### src/rtl/hmc_rsp_link_sched_if.sv
// Handshake bundle between the vault response requesters / HMC link and the
// response link scheduler. The master side drives requests and link status.
interface hmc_rsp_link_sched_if #(
    parameter int NUM_REQ = 4
);
    localparam int GW = (NUM_REQ > 1) ? $clog2(NUM_REQ) : 1;

    logic [NUM_REQ-1:0]     req_valid;
    logic [NUM_REQ*4-1:0]   req_len;
    logic [NUM_REQ*128-1:0] req_flit;
    logic [NUM_REQ-1:0]     req_ready;
    logic                   tx_valid;
    logic [127:0]           tx_flit;
    logic                   tx_ready;
    logic                   token_ret_valid;
    logic [4:0]             token_ret_cnt;
    logic                   link_active;
    logic [7:0]             tokens_avail;
    logic [GW-1:0]          grant_id;
    logic                   busy;
    logic                   token_err;
    logic                   len_err;

    modport master (
        output req_valid, req_len, req_flit, tx_ready,
               token_ret_valid, token_ret_cnt, link_active,
        input  req_ready, tx_valid, tx_flit, tokens_avail,
               grant_id, busy, token_err, len_err
    );

    modport slave (
        input  req_valid, req_len, req_flit, tx_ready,
               token_ret_valid, token_ret_cnt, link_active,
        output req_ready, tx_valid, tx_flit, tokens_avail,
               grant_id, busy, token_err, len_err
    );
endinterface

### src/rtl/hmc_rsp_link_sched.sv
// Token-gated round-robin scheduler of vault response packets onto one link TX
// FLIT path. Define HMC_SCHED_PRIO_EN to give requester 0 strict priority.
module hmc_rsp_link_sched #(
    parameter int NUM_REQ     = 4,
    parameter int INIT_TOKENS = 64
) (
    input logic                 clk,
    input logic                 reset,
    hmc_rsp_link_sched_if.slave bus
);
    localparam int         GW       = (NUM_REQ > 1) ? $clog2(NUM_REQ) : 1;
    localparam logic [7:0] TOK_INIT = 8'(INIT_TOKENS);
`ifdef HMC_SCHED_PRIO_EN
    localparam bit PRIO = 1'b1;
`else
    localparam bit PRIO = 1'b0;
`endif

    typedef enum logic {IDLE = 1'b0, XFER = 1'b1} state_t;
    state_t state, state_nxt;

    logic [GW-1:0]      grant_id, rr_ptr, win, scan_idx;
    logic [3:0]         len_q, flit_cnt;
    logic [7:0]         tokens, tok_nxt;
    logic [8:0]         tok_sum;
    logic               token_err, len_err, grant, tok_ovf, hs, last_flit, xfer;
    logic [NUM_REQ-1:0] eligible, len_bad;
    logic [3:0]         len_arr  [NUM_REQ];
    logic [127:0]       flit_arr [NUM_REQ];

    always_comb begin
        for (int i = 0; i < NUM_REQ; i++) begin
            len_arr[i]  = bus.req_len[i*4 +: 4];
            flit_arr[i] = bus.req_flit[i*128 +: 128];
            len_bad[i]  = bus.req_valid[i] && (len_arr[i] == 4'd0 || len_arr[i] > 4'd9);
            eligible[i] = bus.req_valid[i] && !len_bad[i] && bus.link_active
                          && ({4'd0, len_arr[i]} <= tokens);
        end
    end

    // Scan farthest-to-nearest so the requester closest to rr_ptr wins last.
    always_comb begin
        grant    = 1'b0;
        win      = '0;
        scan_idx = '0;
        for (int k = NUM_REQ - 1; k >= 0; k--) begin
            scan_idx = GW'((int'(rr_ptr) + k) % NUM_REQ);
            if (eligible[scan_idx] && !(PRIO && scan_idx == '0)) begin
                grant = 1'b1;
                win   = scan_idx;
            end
        end
        if (PRIO && eligible[0]) begin
            grant = 1'b1;
            win   = '0;
        end
    end

    // Deduction cannot underflow: a grant needs len <= tokens.
    always_comb begin
        tok_sum = {1'b0, tokens};
        if (state == IDLE && grant) tok_sum = tok_sum - {5'd0, len_arr[win]};
        if (bus.token_ret_valid)    tok_sum = tok_sum + {4'd0, bus.token_ret_cnt};
        tok_ovf = (tok_sum > 9'(INIT_TOKENS));
        tok_nxt = tok_ovf ? TOK_INIT : tok_sum[7:0];
    end

    assign xfer      = (state == XFER) && !reset;
    assign hs        = bus.tx_valid && bus.tx_ready;
    assign last_flit = ((flit_cnt + 4'd1) == len_q);

    always_ff @(posedge clk) begin
        if (reset) state <= IDLE;
        else       state <= state_nxt;
    end

    always_comb begin
        state_nxt = state;
        case (state)
            IDLE:    if (grant) state_nxt = XFER;
            XFER:    if (hs && last_flit) state_nxt = IDLE;
            default: state_nxt = IDLE;
        endcase
    end

    always_comb begin
        bus.busy      = xfer;
        bus.tx_valid  = 1'b0;
        bus.tx_flit   = flit_arr[grant_id];
        bus.req_ready = '0;
        if (xfer) begin
            bus.tx_valid            = bus.req_valid[grant_id];
            bus.req_ready[grant_id] = bus.tx_ready;
        end
    end

    always_ff @(posedge clk) begin
        if (reset) begin
            grant_id  <= '0;
            rr_ptr    <= '0;
            len_q     <= 4'd0;
            flit_cnt  <= 4'd0;
            tokens    <= TOK_INIT;
            token_err <= 1'b0;
            len_err   <= 1'b0;
        end else begin
            tokens <= tok_nxt;
            if (tok_ovf) token_err <= 1'b1;
            if (state == IDLE) begin
                if (|len_bad) len_err <= 1'b1;
                if (grant) begin
                    grant_id <= win;
                    len_q    <= len_arr[win];
                    flit_cnt <= 4'd0;
                    // Under priority, requester 0 wins do not disturb the others' rotation.
                    if (!(PRIO && win == '0)) rr_ptr <= GW'((int'(win) + 1) % NUM_REQ);
                end
            end else if (hs) begin
                flit_cnt <= last_flit ? 4'd0 : flit_cnt + 4'd1;
            end
        end
    end

    assign bus.tokens_avail = tokens;
    assign bus.grant_id     = grant_id;
    assign bus.token_err    = token_err;
    assign bus.len_err      = len_err;
endmodule

### src/flat_wrapper.sv
// flat-port wrapper written by rule: the top's interface ports become plain ports
module hmc_rsp_link_sched_flat 
#(
    parameter int NUM_REQ     = 4,
    parameter int INIT_TOKENS = 64
)
  (clk, reset, bus_req_valid, bus_req_len, bus_req_flit, bus_tx_ready, bus_token_ret_valid, bus_token_ret_cnt, bus_link_active, bus_req_ready, bus_tx_valid, bus_tx_flit, bus_tokens_avail, bus_grant_id, bus_busy, bus_token_err, bus_len_err);
  hmc_rsp_link_sched_if #(.NUM_REQ(NUM_REQ)) bus_i ();
  input logic clk;
  input logic reset;
  input wire logic [$bits(bus_i.req_valid)-1:0] bus_req_valid;
  input wire logic [$bits(bus_i.req_len)-1:0] bus_req_len;
  input wire logic [$bits(bus_i.req_flit)-1:0] bus_req_flit;
  input wire logic [$bits(bus_i.tx_ready)-1:0] bus_tx_ready;
  input wire logic [$bits(bus_i.token_ret_valid)-1:0] bus_token_ret_valid;
  input wire logic [$bits(bus_i.token_ret_cnt)-1:0] bus_token_ret_cnt;
  input wire logic [$bits(bus_i.link_active)-1:0] bus_link_active;
  output wire logic [$bits(bus_i.req_ready)-1:0] bus_req_ready;
  output wire logic [$bits(bus_i.tx_valid)-1:0] bus_tx_valid;
  output wire logic [$bits(bus_i.tx_flit)-1:0] bus_tx_flit;
  output wire logic [$bits(bus_i.tokens_avail)-1:0] bus_tokens_avail;
  output wire logic [$bits(bus_i.grant_id)-1:0] bus_grant_id;
  output wire logic [$bits(bus_i.busy)-1:0] bus_busy;
  output wire logic [$bits(bus_i.token_err)-1:0] bus_token_err;
  output wire logic [$bits(bus_i.len_err)-1:0] bus_len_err;
  assign bus_i.req_valid = bus_req_valid;
  assign bus_i.req_len = bus_req_len;
  assign bus_i.req_flit = bus_req_flit;
  assign bus_i.tx_ready = bus_tx_ready;
  assign bus_i.token_ret_valid = bus_token_ret_valid;
  assign bus_i.token_ret_cnt = bus_token_ret_cnt;
  assign bus_i.link_active = bus_link_active;
  assign bus_req_ready = bus_i.req_ready;
  assign bus_tx_valid = bus_i.tx_valid;
  assign bus_tx_flit = bus_i.tx_flit;
  assign bus_tokens_avail = bus_i.tokens_avail;
  assign bus_grant_id = bus_i.grant_id;
  assign bus_busy = bus_i.busy;
  assign bus_token_err = bus_i.token_err;
  assign bus_len_err = bus_i.len_err;
  hmc_rsp_link_sched #(.NUM_REQ(NUM_REQ), .INIT_TOKENS(INIT_TOKENS)) u_core (.clk(clk), .reset(reset), .bus(bus_i));
endmodule
### config.mk
export PLATFORM = sky130hd
export DESIGN_NAME = hmc_rsp_link_sched_flat
export DESIGN_NICKNAME = d
export VERILOG_FILES = /design/src/rtl/hmc_rsp_link_sched_if.sv /design/src/rtl/hmc_rsp_link_sched.sv /design/src/flat_wrapper.sv
export SDC_FILE = /design/constraint.sdc
export NUM_CORES = 1
export LEC_CHECK = 0
export BUFFER_PORTS_ARGS = -buffer_cell sky130_fd_sc_hd__buf_4
export CAP_MARGIN = 20
export CORE_AREA = 2 2 265 267
export CTS_BUF_LIST = sky130_fd_sc_hd__clkbuf_8 sky130_fd_sc_hd__clkbuf_16
export CTS_CLUSTER_SIZE = 10
export DETAILED_ROUTE_END_ITERATION = 6
export DIE_AREA = 0 0 267 269
export PLACE_DENSITY = 0.3
export SYNTH_ARGS = -nofsm -noshare
export SYNTH_HDL_FRONTEND = slang
export SYNTH_SLANG_ARGS = --single-unit
### constraint.sdc
create_clock -name clk -period 8.29 [get_ports clk]
set_input_delay 1.658 -clock clk [delete_from_list [all_inputs] [get_ports clk]]
set_output_delay 1.658 -clock clk [all_outputs]
set_load 0.02 [all_outputs]
==> results of run 1 <==
-- through the flow --
step | total power (W) | std cells | hold WS (ns) | worst slack, ns
2_1_floorplan | 0.000668 | 488 | 0.469 | 1.70
3_3_place_gp | 0.00126 | 2078 | 0.475 | 0.921
3_5_place_dp | 0.00125 | 2078 | 0.476 | 0.783
4_1_cts | 0.00137 | 2082 | 0.494 | 1.05
5_1_grt | 0.00145 | 2087 | 0.540 | 0.440
6_report | 0.00135 | 2091 | 0.480 | 1.01
-- power groups by stage --
stage                     sequential, W  combinational, W  clock [W]
after floorplan                0.000147          0.000521          0
after global placement         0.000166           0.00109          0
after detailed placement       0.000165           0.00109          0
after CTS                      0.000162           0.00110   0.000114
after global routing           0.000165           0.00116   0.000122
final                          0.000160           0.00108   0.000113
-- registers in the layout (all words and copies together), names as in the netlist --
name,flops
u_core.bus.grant_id,2
u_core.bus.len_err,1
u_core.bus.token_err,1
u_core.bus.tokens_avail,8
u_core.flit_cnt,4
u_core.len_q,4
u_core.rr_ptr,2
u_core.state,1
-- routing by layer --
metal | part of all wire | GRT usage | routed length (µm)
met4 | 0.018 | 0.0258 | 1220
met5 | 0.0013 | 0 | 92
met3 | 0.17 | 0.134 | 11600
met1 | 0.35 | 0.187 | 23700
met2 | 0.47 | 0.295 | 31900
-- final timing paths --
| path | from | to | slack (ns) | cells after the start |
|---|---|---|---|---|
| worst min-delay path | u_core.bus.len_err$_SDFFE_PP0P_ | u_core.bus.len_err$_SDFFE_PP0P_ | 0.48 | 2 |
| worst max-delay path | bus_req_len[15] | u_core.bus.token_err$_SDFFE_PP0N_ | 1.01 | 29 |
| worst min register to register | u_core.bus.len_err$_SDFFE_PP0P_ | u_core.bus.len_err$_SDFFE_PP0P_ | 0.48 | 2 |
| worst max register to register | u_core.bus.tokens_avail[2]$_SDFF_PP0_ | u_core.bus.token_err$_SDFFE_PP0N_ | 1.61 | 29 |
-- Yosys cell counts (all sizes together), types with 2 or more instances --
cell type | count | area (µm²)
or3 | 3 | 23.8
o211ai | 5 | 42.5
a31oi | 3 | 18.8
xor2 | 2 | 17.5
clkbuf | 23 | 96.3
a221oi | 3 | 50.1
dfxtp | 23 | 460
nor3 | 13 | 65.1
xnor2 | 15 | 131
ha | 25 | 313
a21oi | 31 | 178
mux4 | 129 | 2910
and3 | 4 | 25.0
nor3b | 2 | 15.0
a21o | 4 | 33.8
o21bai | 2 | 15.0
and2 | 5 | 36.3
nor2b | 5 | 31.3
nand2 | 32 | 123
nand4 | 9 | 62.6
a2111oi | 2 | 23.8
o41a | 2 | 32.5
a211oi | 7 | 67.6
nor4 | 7 | 90.1
a221o | 3 | 33.8
nand3 | 12 | 60.1
buf | 16 | 70.1
nor2 | 28 | 110
o21ai | 17 | 88.8
inv | 22 | 82.6
mux2i | 8 | 92.6
or4 | 6 | 47.6
mux2 | 2 | 22.5
or2 | 2 | 12.5
-- final cells by class --
class	count	area, µm²	area share
clock inverter	1	5.00	0.000419
clock buffer	3	75.1	0.00629
antenna	9	22.5	0.00189
multi-input combinational	403	4910	0.411
timing repair buffer	690	5200	0.436
tap	940	1180	0.0985
inverter	22	82.6	0.00692
sequential	23	468	0.0392
-- tightest hold or removal path, cell delays in order, from the launching register on --
cell	delay, ns
dfxtp_1	0.34
a21oi_1	0.04
nor2_1	0.07
-- kinds of logic (layout without fill, tap and decap cells) --
| group | after synthesis | in the layout | synth area share |
|---|---|---|---|
| compound gates | 89 | 89 | 0.119 |
| xor+xnor | 17 | 17 | 0.0265 |
| fa+ha+maj | 27 | 27 | 0.0609 |
| buf+inv | 62 | 716 | 0.0463 |
| flops | 23 | 23 | 0.0818 |
| mux | 139 | 139 | 0.537 |
| other cells | 1 | 10 | 0.000666 |
| simple gates | 130 | 130 | 0.128 |
==> run summary, run 1 <==
Fin. Hold Viols - 0
average wire per standard cell - 32.8 µm
DRC violation total after the first TritonRoute iteration - 453
Final Instance Area - 11900 µm²
mean post-synth cell area - 11.5 µm²
Initial Util - 0.0812
fin util - 0.172
count of vias placed by the detailed router - 7789
die span in x - 267 µm
yosys warns - 0
number of global-route vias before repair - 7969
proportion of synthesized flip-flops having asynchronous set or reset - 0
slew at the pin closest to its max-slew limit - 0.953 ns
most common cell after layout, fill and taps aside - buf_4
Global Route Usage Sum - 0.180
leading register cell type out of synthesis - dfxtp_1
most used cells in the layout excluding fill and tap cells - 688 x buf_4, 129 x mux4_2, 31 x nand2_1
H-tree levels - 1
cell area after synthesis - 5630 µm²
Clock Latency Late Sink - 0.27 ns
Crit Path Class - input pin to register
syn nets - 1056
final slew viol count - 0
EDFF count, synth - 0
top fanout value on the critical path - 13
share of total power in combinational logic - 0.797
category of the worst setup path launch point - input pin
worst max-slew margin expressed relative to the limit - 0.365
post-synthesis register bit count - 23
share of total power in the clock network - 0.084
maximum number of pins on one net before global-route repair - 83
Seq/Total Area, Yosys - 0.0818
CTS tree - done
estimated wirelength of the detail-placed design - 62400 µm
critical-path cell with the highest stage delay - a311o_2
DRC violation count after routing - 0
via count normalized by instance count - 3.73
count of distinct cell types in the synthesized netlist - 74
Sw Share - 0.490
number of cells produced by synthesis - 488
number of buffer and inverter instances along the worst setup path - 4
buffer depth of the longest clock path - 2
Post-CTS Setup Inserts - 0
die outline height - 269 µm
maximum resistive drop on vdd - 0.0000783 V
outcome - finished, final reports clean
Pre-Repair DR Iteration Count - 5
final setup violating endpoints - 0
worst clock skew - 0.00723 ns
layout filler cell count - 7777
gr ovfl total - 0
clock sink total - 23
num rows - 97
sequential fraction of design power - 0.119
count of nets left with antenna violations after detail routing - 0
leakage power total - 5.03 nW
period utilization - 0.878
routed wire length - 68600 µm
CTS-repair resized insts - 0
P_int - 0.000688 W
upper clock frequency limit - 0.137 GHz
element type at the critical path end - register
hold_buf cts - 0
Pwr Density - 113 nW/µm²
Worst Path Required - 8.45 ns
class of the most critical hold timing path - register to register
unrepaired setup endpoints after global routing - no
I/O pin cnt - 688
net count reported at finish - 1711
wire length of the first global-routing pass - 83400 µm
number of buffers added by the clock tree synthesis step - 3
number of antenna violations at the first check in global routing - 37
post-place instance area - 11800 µm²
critical path data arrival time - 7.44 ns
cell mode on critical path - a21oi_1
cell chosen for the clock root - clkbuf_16
fraction of final layout cells with drive strength greater than 1 - 0.760
area added between synthesis and finish - 112%
category of cells accounting for the largest share of critical-path delay - compound AO/OA/AOI/OAI gates
gp weighted congestion - 0.831
Maximum Capacitance Violations - 0
clock period minus final worst setup slack - 7.28 ns
input/output buffers - 687
area of the core region - 69300 µm²
die area - 71800 µm²
longest individual stage delay on the worst path - 0.49 ns
accumulated negative setup slack - 0 ns
switching power total - 0.000661 W
clock-pin slew of the registers on the worst-case setup and hold paths - 0.07 ns
No activity file was read; power rests on OpenSTA's default activity.
==> inputs of run 2 (changes only) <==
Settings changed: PLACE_DENSITY 0.3 to unset, PLACE_DENSITY_LB_ADDON set to 0.1.
==> run 2 against run 1 <==
  * Cell area rose by 0.17%
  * Final cell count rose by 0.43%
  * Global-route usage decreased by 1.6 points
  * Maximum frequency is 1.6% higher
  * Critical path depth unchanged
  * Register-to-register slack gained 0.09 ns
  * Setup slack better by 0.12 ns
  * Clock-buffer cell count did not move
  * Hold slack improved by 0.0012 ns
==> run summary, run 2 (synthesis gave the netlist of run 1 again) <==
buffer depth of the longest clock path - 2
Crit Path Class - input pin to register
Worst Path Required - 8.44 ns
DRC violation total after the first TritonRoute iteration - 454
slew at the pin closest to its max-slew limit - 1.04 ns
via count normalized by instance count - 3.62
area of the core region - 69300 µm²
clock sink total - 23
maximum resistive drop on vdd - 0.0000799 V
input/output buffers - 687
number of antenna violations at the first check in global routing - 22
flip-flop count of the largest register after layout - 8
clock period minus final worst setup slack - 7.16 ns
worst max-slew margin expressed relative to the limit - 0.309
accumulated negative setup slack - 0 ns
Pre-Repair DR Iteration Count - 4
number of buffer and inverter instances along the worst setup path - 4
Global Route Usage Sum - 0.163
most used cells in the layout excluding fill and tap cells - 691 x buf_4, 129 x mux4_2, 31 x nand2_1
most common cell after layout, fill and taps aside - buf_4
estimated wirelength of the detail-placed design - 56700 µm
Clock Latency Late Sink - 0.26 ns
critical path data arrival time - 7.32 ns
Maximum Capacitance Violations - 0
period utilization - 0.864
die area - 71800 µm²
area added between synthesis and finish - 113%
gr ovfl total - 0
Post-CTS Setup Inserts - 0
cell chosen for the clock root - clkbuf_16
longest individual stage delay on the worst path - 0.42 ns
net count reported at finish - 1713
top fanout value on the critical path - 7
outcome - finished, final reports clean
number of global-route vias before repair - 7677
CTS-repair resized insts - 0
count of nets left with antenna violations after detail routing - 0
leakage power total - 5.04 nW
wire length of the first global-routing pass - 77400 µm
die span in x - 267 µm
Pwr Density - 111 nW/µm²
maximum number of pins on one net before global-route repair - 71
Initial Util - 0.0812
hold_buf cts - 0
category of cells accounting for the largest share of critical-path delay - compound AO/OA/AOI/OAI gates
upper clock frequency limit - 0.140 GHz
average wire per standard cell - 29.8 µm
final slew viol count - 0
count of vias placed by the detailed router - 7595
die outline height - 269 µm
unrepaired setup endpoints after global routing - no
element type at the critical path end - register
final setup violating endpoints - 0
Fin. Hold Viols - 0
clock-pin slew of the registers on the worst-case setup and hold paths - 0.07 ns
I/O pin cnt - 688
H-tree levels - 1
critical-path cell with the highest stage delay - a221o_2
num rows - 97
worst clock skew - 0.00332 ns
number of buffers added by the clock tree synthesis step - 3
DRC violation count after routing - 0
fraction of final layout cells with drive strength greater than 1 - 0.760
gp weighted congestion - 0.897
category of the worst setup path launch point - input pin
class of the most critical hold timing path - register to register
# placed instances - 2080
CTS tree - done
post-route non-filler standard cell count - 2100
routed wire length - 62700 µm
run 2: cell type report:
| class | instances | area, µm² |
|---|---|---|
| tap | 940 | 1180 |
| clock buffer | 3 | 75.1 |
| antenna | 16 | 40.0 |
| clock inverter | 1 | 5.00 |
| timing repair buffer | 692 | 5210 |
| sequential | 23 | 468 |
| fill | 7828 | 57300 |
| inverter | 22 | 82.6 |
| multi-input combinational | 403 | 4910 |
run 2: final timing paths:
path                                                             from                                end  slack (ns)  depth (start not counted)
worst min-delay path                  u_core.bus.len_err$_SDFFE_PP0P_    u_core.bus.len_err$_SDFFE_PP0P_        0.48                          2
worst max-delay path                                   bus_req_len[9]  u_core.bus.token_err$_SDFFE_PP0N_        1.13                         29
worst max register to register  u_core.bus.tokens_avail[2]$_SDFF_PP0_  u_core.bus.token_err$_SDFFE_PP0N_        1.70                         28
worst min register to register        u_core.bus.len_err$_SDFFE_PP0P_    u_core.bus.len_err$_SDFFE_PP0P_        0.48                          2
run 2: tightest hold or removal path, stage by stage (launching register included):
cell and delay (ns):
dfxtp_1 0.33, a21oi_1 0.04, nor2_1 0.07
run 2: power by group:
part,total [W],switching (W),internal (W)
Clock,0.000110,0.0000447,0.0000651
Sequential,0.000155,0.0000313,0.000124
Combinational,0.00106,0.000561,0.000499
run 2: through the flow:
stage	utilization	power, W	instance area [µm²]	worst slack, ns	hold WS (ns)
5_1_grt	0.172	0.00142	11900	0.441	0.522
6_report	0.173	0.00132	12000	1.13	0.482
4_1_cts	0.172	0.00135	11900	1.04	0.485
3_5_place_dp	0.171	0.00123	11800	0.775	0.466
2_1_floorplan	-	0.000668	5630	1.70	0.469
3_3_place_gp	0.171	0.00124	11800	0.867	0.461
run 2: routing by layer:
layer  global-route usage  vias up  share of wire
met4               0.0433        6          0.017
met2                0.245      367           0.45
met1                0.196     3799           0.39
li1                     -     3387              -
met5                    0        -        0.00056
met3               0.0984       36           0.14
==> inputs of run 3 (changes only) <==
Settings changed: CORE_AREA 2 2 265 267 to 2 2 269 271, DIE_AREA 0 0 267 269 to 0 0 271 273.
Clock period 8.29 ns to 6.41 ns, I/O delays scaled along.
==> run 3 against run 2 <==
  * Non-clock buffer count is 65 higher
  * Cell area is 7.3% higher
  * Critical endpoint unchanged
  * Die area is 3.0% higher
  * Clock skew is 0.0027 ns higher
  * Setup slack worse by 0.89 ns
  * Largest power group unchanged
  * Flip-flop and latch count stayed put
==> run summary, run 3 (synthesis gave the netlist of run 1 again) <==
worst max-slew margin expressed relative to the limit - 0.412
gr ovfl total - 0
P_int - 0.00101 W
leakage power total - 5.42 nW
number of global-route vias before repair - 8313
accumulated negative setup slack - 0 ns
Final Instance Area - 12800 µm²
Pre-Repair DR Iteration Count - 4
die area - 74000 µm²
Setup crit end - u_core.bus.token_err$_SDFFE_PP0N_
number of buffers added by the clock tree synthesis step - 3
DRC violation count after routing - 0
timing startpoint of the critical path - bus_req_len[13]
count of nets left with antenna violations after detail routing - 0
estimated wirelength of the detail-placed design - 64600 µm
Worst Reg-to-Reg Cells - 25
flip-flop count of the largest register after layout - 8
area of the core region - 71000 µm²
upper clock frequency limit - 0.162 GHz
number of antenna violations at the first check in global routing - 25
element type at the critical path end - register
CTS tree - done
average wire per standard cell - 33.0 µm
cell mode on critical path - ha_4
maximum resistive drop on vdd - 0.000102 V
num rows - 98
sequential fraction of design power - 0.102
critical-path cell with the highest stage delay - o41a_4
critical path data arrival time - 6.34 ns
clock period minus final worst setup slack - 6.18 ns
top fanout value on the critical path - 7
period utilization - 0.964
area added between synthesis and finish - 128%
slew at the pin closest to its max-slew limit - 0.883 ns
H-tree levels - 1
die span in x - 271 µm
class of the most critical hold timing path - register to register
via count normalized by instance count - 3.71
longest individual stage delay on the worst path - 0.55 ns
Maximum Capacitance Violations - 0
cell chain of the critical path - buf_4 > ha_4 > buf_4 > nand4_1 > a311o_2 > buf_6 > a221oi_4 > nand3_2 > and2_4 > mux2i_4 > xnor2_2 > ha_4 > a221o_2 > maj3_1 > a21oi_2 > xnor2_2 > inv_1 > ha_4 > xnor2_1 > nand2_1 > nor2_2 > a31oi_2 > o41a_4 > o31a_1
final slew viol count - 0
most common cell after layout, fill and taps aside - buf_4
maximum number of pins on one net before global-route repair - 90
input/output buffers - 687
switching power total - 0.000930 W
reg-to-reg critical path startpoint - u_core.bus.tokens_avail[1]$_SDFF_PP0_
routed wire length - 71600 µm
clock sink total - 23
Global Route Usage Sum - 0.182
Worst Path Required - 6.57 ns
Clock Latency Late Sink - 0.27 ns
count of vias placed by the detailed router - 8045
fin util - 0.181
net count reported at finish - 1778
outcome - finished, final reports clean
die outline height - 273 µm
share of total power in the clock network - 0.075
DRC violation total after the first TritonRoute iteration - 606
wire length of the first global-routing pass - 88800 µm
clock-pin slew of the registers on the worst-case setup and hold paths - 0.07 ns
Fin. Hold Viols - 0
share of total power in combinational logic - 0.824
Crit Path Class - input pin to register
I/O pin cnt - 688
post-place instance area - 12300 µm²
Pwr Density - 151 nW/µm²
worst clock skew - 0.00604 ns
buffer depth of the longest clock path - 2
Reg2Reg Setup Slack - 0.59 ns
fraction of final layout cells with drive strength greater than 1 - 0.809
Initial Util - 0.0793
gp weighted congestion - 0.941
cell chosen for the clock root - clkbuf_16
most used cells in the layout excluding fill and tap cells - 749 x buf_4, 129 x mux4_2, 29 x nand2_1
Sw Share - 0.479
final setup violating endpoints - 0
Critical R2R Capture - u_core.bus.token_err$_SDFFE_PP0N_
category of the worst setup path launch point - input pin
## run 3: changes by cell type in the layout (fill, tap and decap cells not counted), moves of 3 or more
cell,change
a21oi_1,-7
a21oi_2,+6
buf_4,+58
buf_6,+5
diode_2,-7
ha_1,-9
ha_4,+8
nor2_1,-3
o21ai_0,-4
xnor2_1,-3
xnor2_2,+3
## run 3: repair_timing
item,4_1_cts,5_1_grt
resized for setup,0,66
endpoints found under the hold margin,0,0
setup endpoints to repair,0,8
hold buffers,0,0
buffers inserted,0,12
## run 3: worst min-delay path by stage
stage,end,cells after the start,slack [ns],start
final,u_core.bus.len_err$_SDFFE_PP0P_,2,0.49,u_core.bus.len_err$_SDFFE_PP0P_
after detailed placement,u_core.bus.len_err$_SDFFE_PP0P_,2,0.49,u_core.bus.len_err$_SDFFE_PP0P_
after CTS,u_core.bus.len_err$_SDFFE_PP0P_,2,0.51,u_core.bus.len_err$_SDFFE_PP0P_
after global routing,u_core.flit_cnt[1]$_SDFFE_PP0P_,2,0.53,u_core.flit_cnt[1]$_SDFFE_PP0P_
after floorplan,u_core.flit_cnt[1]$_SDFFE_PP0P_,2,0.47,u_core.flit_cnt[1]$_SDFFE_PP0P_
after global placement,u_core.bus.len_err$_SDFFE_PP0P_,2,0.48,u_core.bus.len_err$_SDFFE_PP0P_
## run 3: critical path, delay by kind of cell
kind / cells / cell delay [ns]
AND/OR/NAND/NOR: 5 / 0.68
AO/OA/AOI/OAI: 7 / 2.22
multiplexers: 1 / 0.17
XOR/XNOR: 3 / 0.37
adder cells (fa/ha/maj): 4 / 1.13
buffers and inverters: 4 / 0.47
## run 3: final cells by class
class                      instances  area, µm²
sequential                        23        468
antenna                            9       22.5
multi-input combinational        403       5250
clock inverter                     1       5.00
fill                            7957      58200
clock buffer                       3       75.1
tap                              950       1190
inverter                          22       85.1
timing repair buffer             757       5740
## run 3: power groups by stage
stage          Sequential (W)  Clock [W]  Combinational, W
6_report             0.000197   0.000145           0.00160
3_5_place_dp         0.000202          0           0.00151
3_3_place_gp         0.000203          0           0.00152
2_1_floorplan        0.000190          0          0.000674
5_1_grt              0.000201   0.000156           0.00172
4_1_cts              0.000199   0.000150           0.00152
## run 3: metal layers
metal,GRT usage,vias to the layer above,share of wire
li1,-,3506,-
met1,0.243,4091,0.43
met4,0.0174,8,0.0052
met5,0,-,0.00067
met2,0.278,406,0.45
met3,0.0827,34,0.11
## run 3: per-stage QoR
| step | hold slack [ns] | cells | setup slack [ns] | total power [W] |
|---|---|---|---|---|
| 4_1_cts | 0.508 | 2148 | 0.00963 | 0.00187 |
| 3_3_place_gp | 0.481 | 2144 | -0.214 | 0.00172 |
| 5_1_grt | 0.533 | 2162 | -0.0560 | 0.00207 |
| 6_report | 0.489 | 2168 | 0.232 | 0.00194 |
| 2_1_floorplan | 0.469 | 488 | 0.194 | 0.000864 |
| 3_5_place_dp | 0.491 | 2144 | -0.235 | 0.00171 |
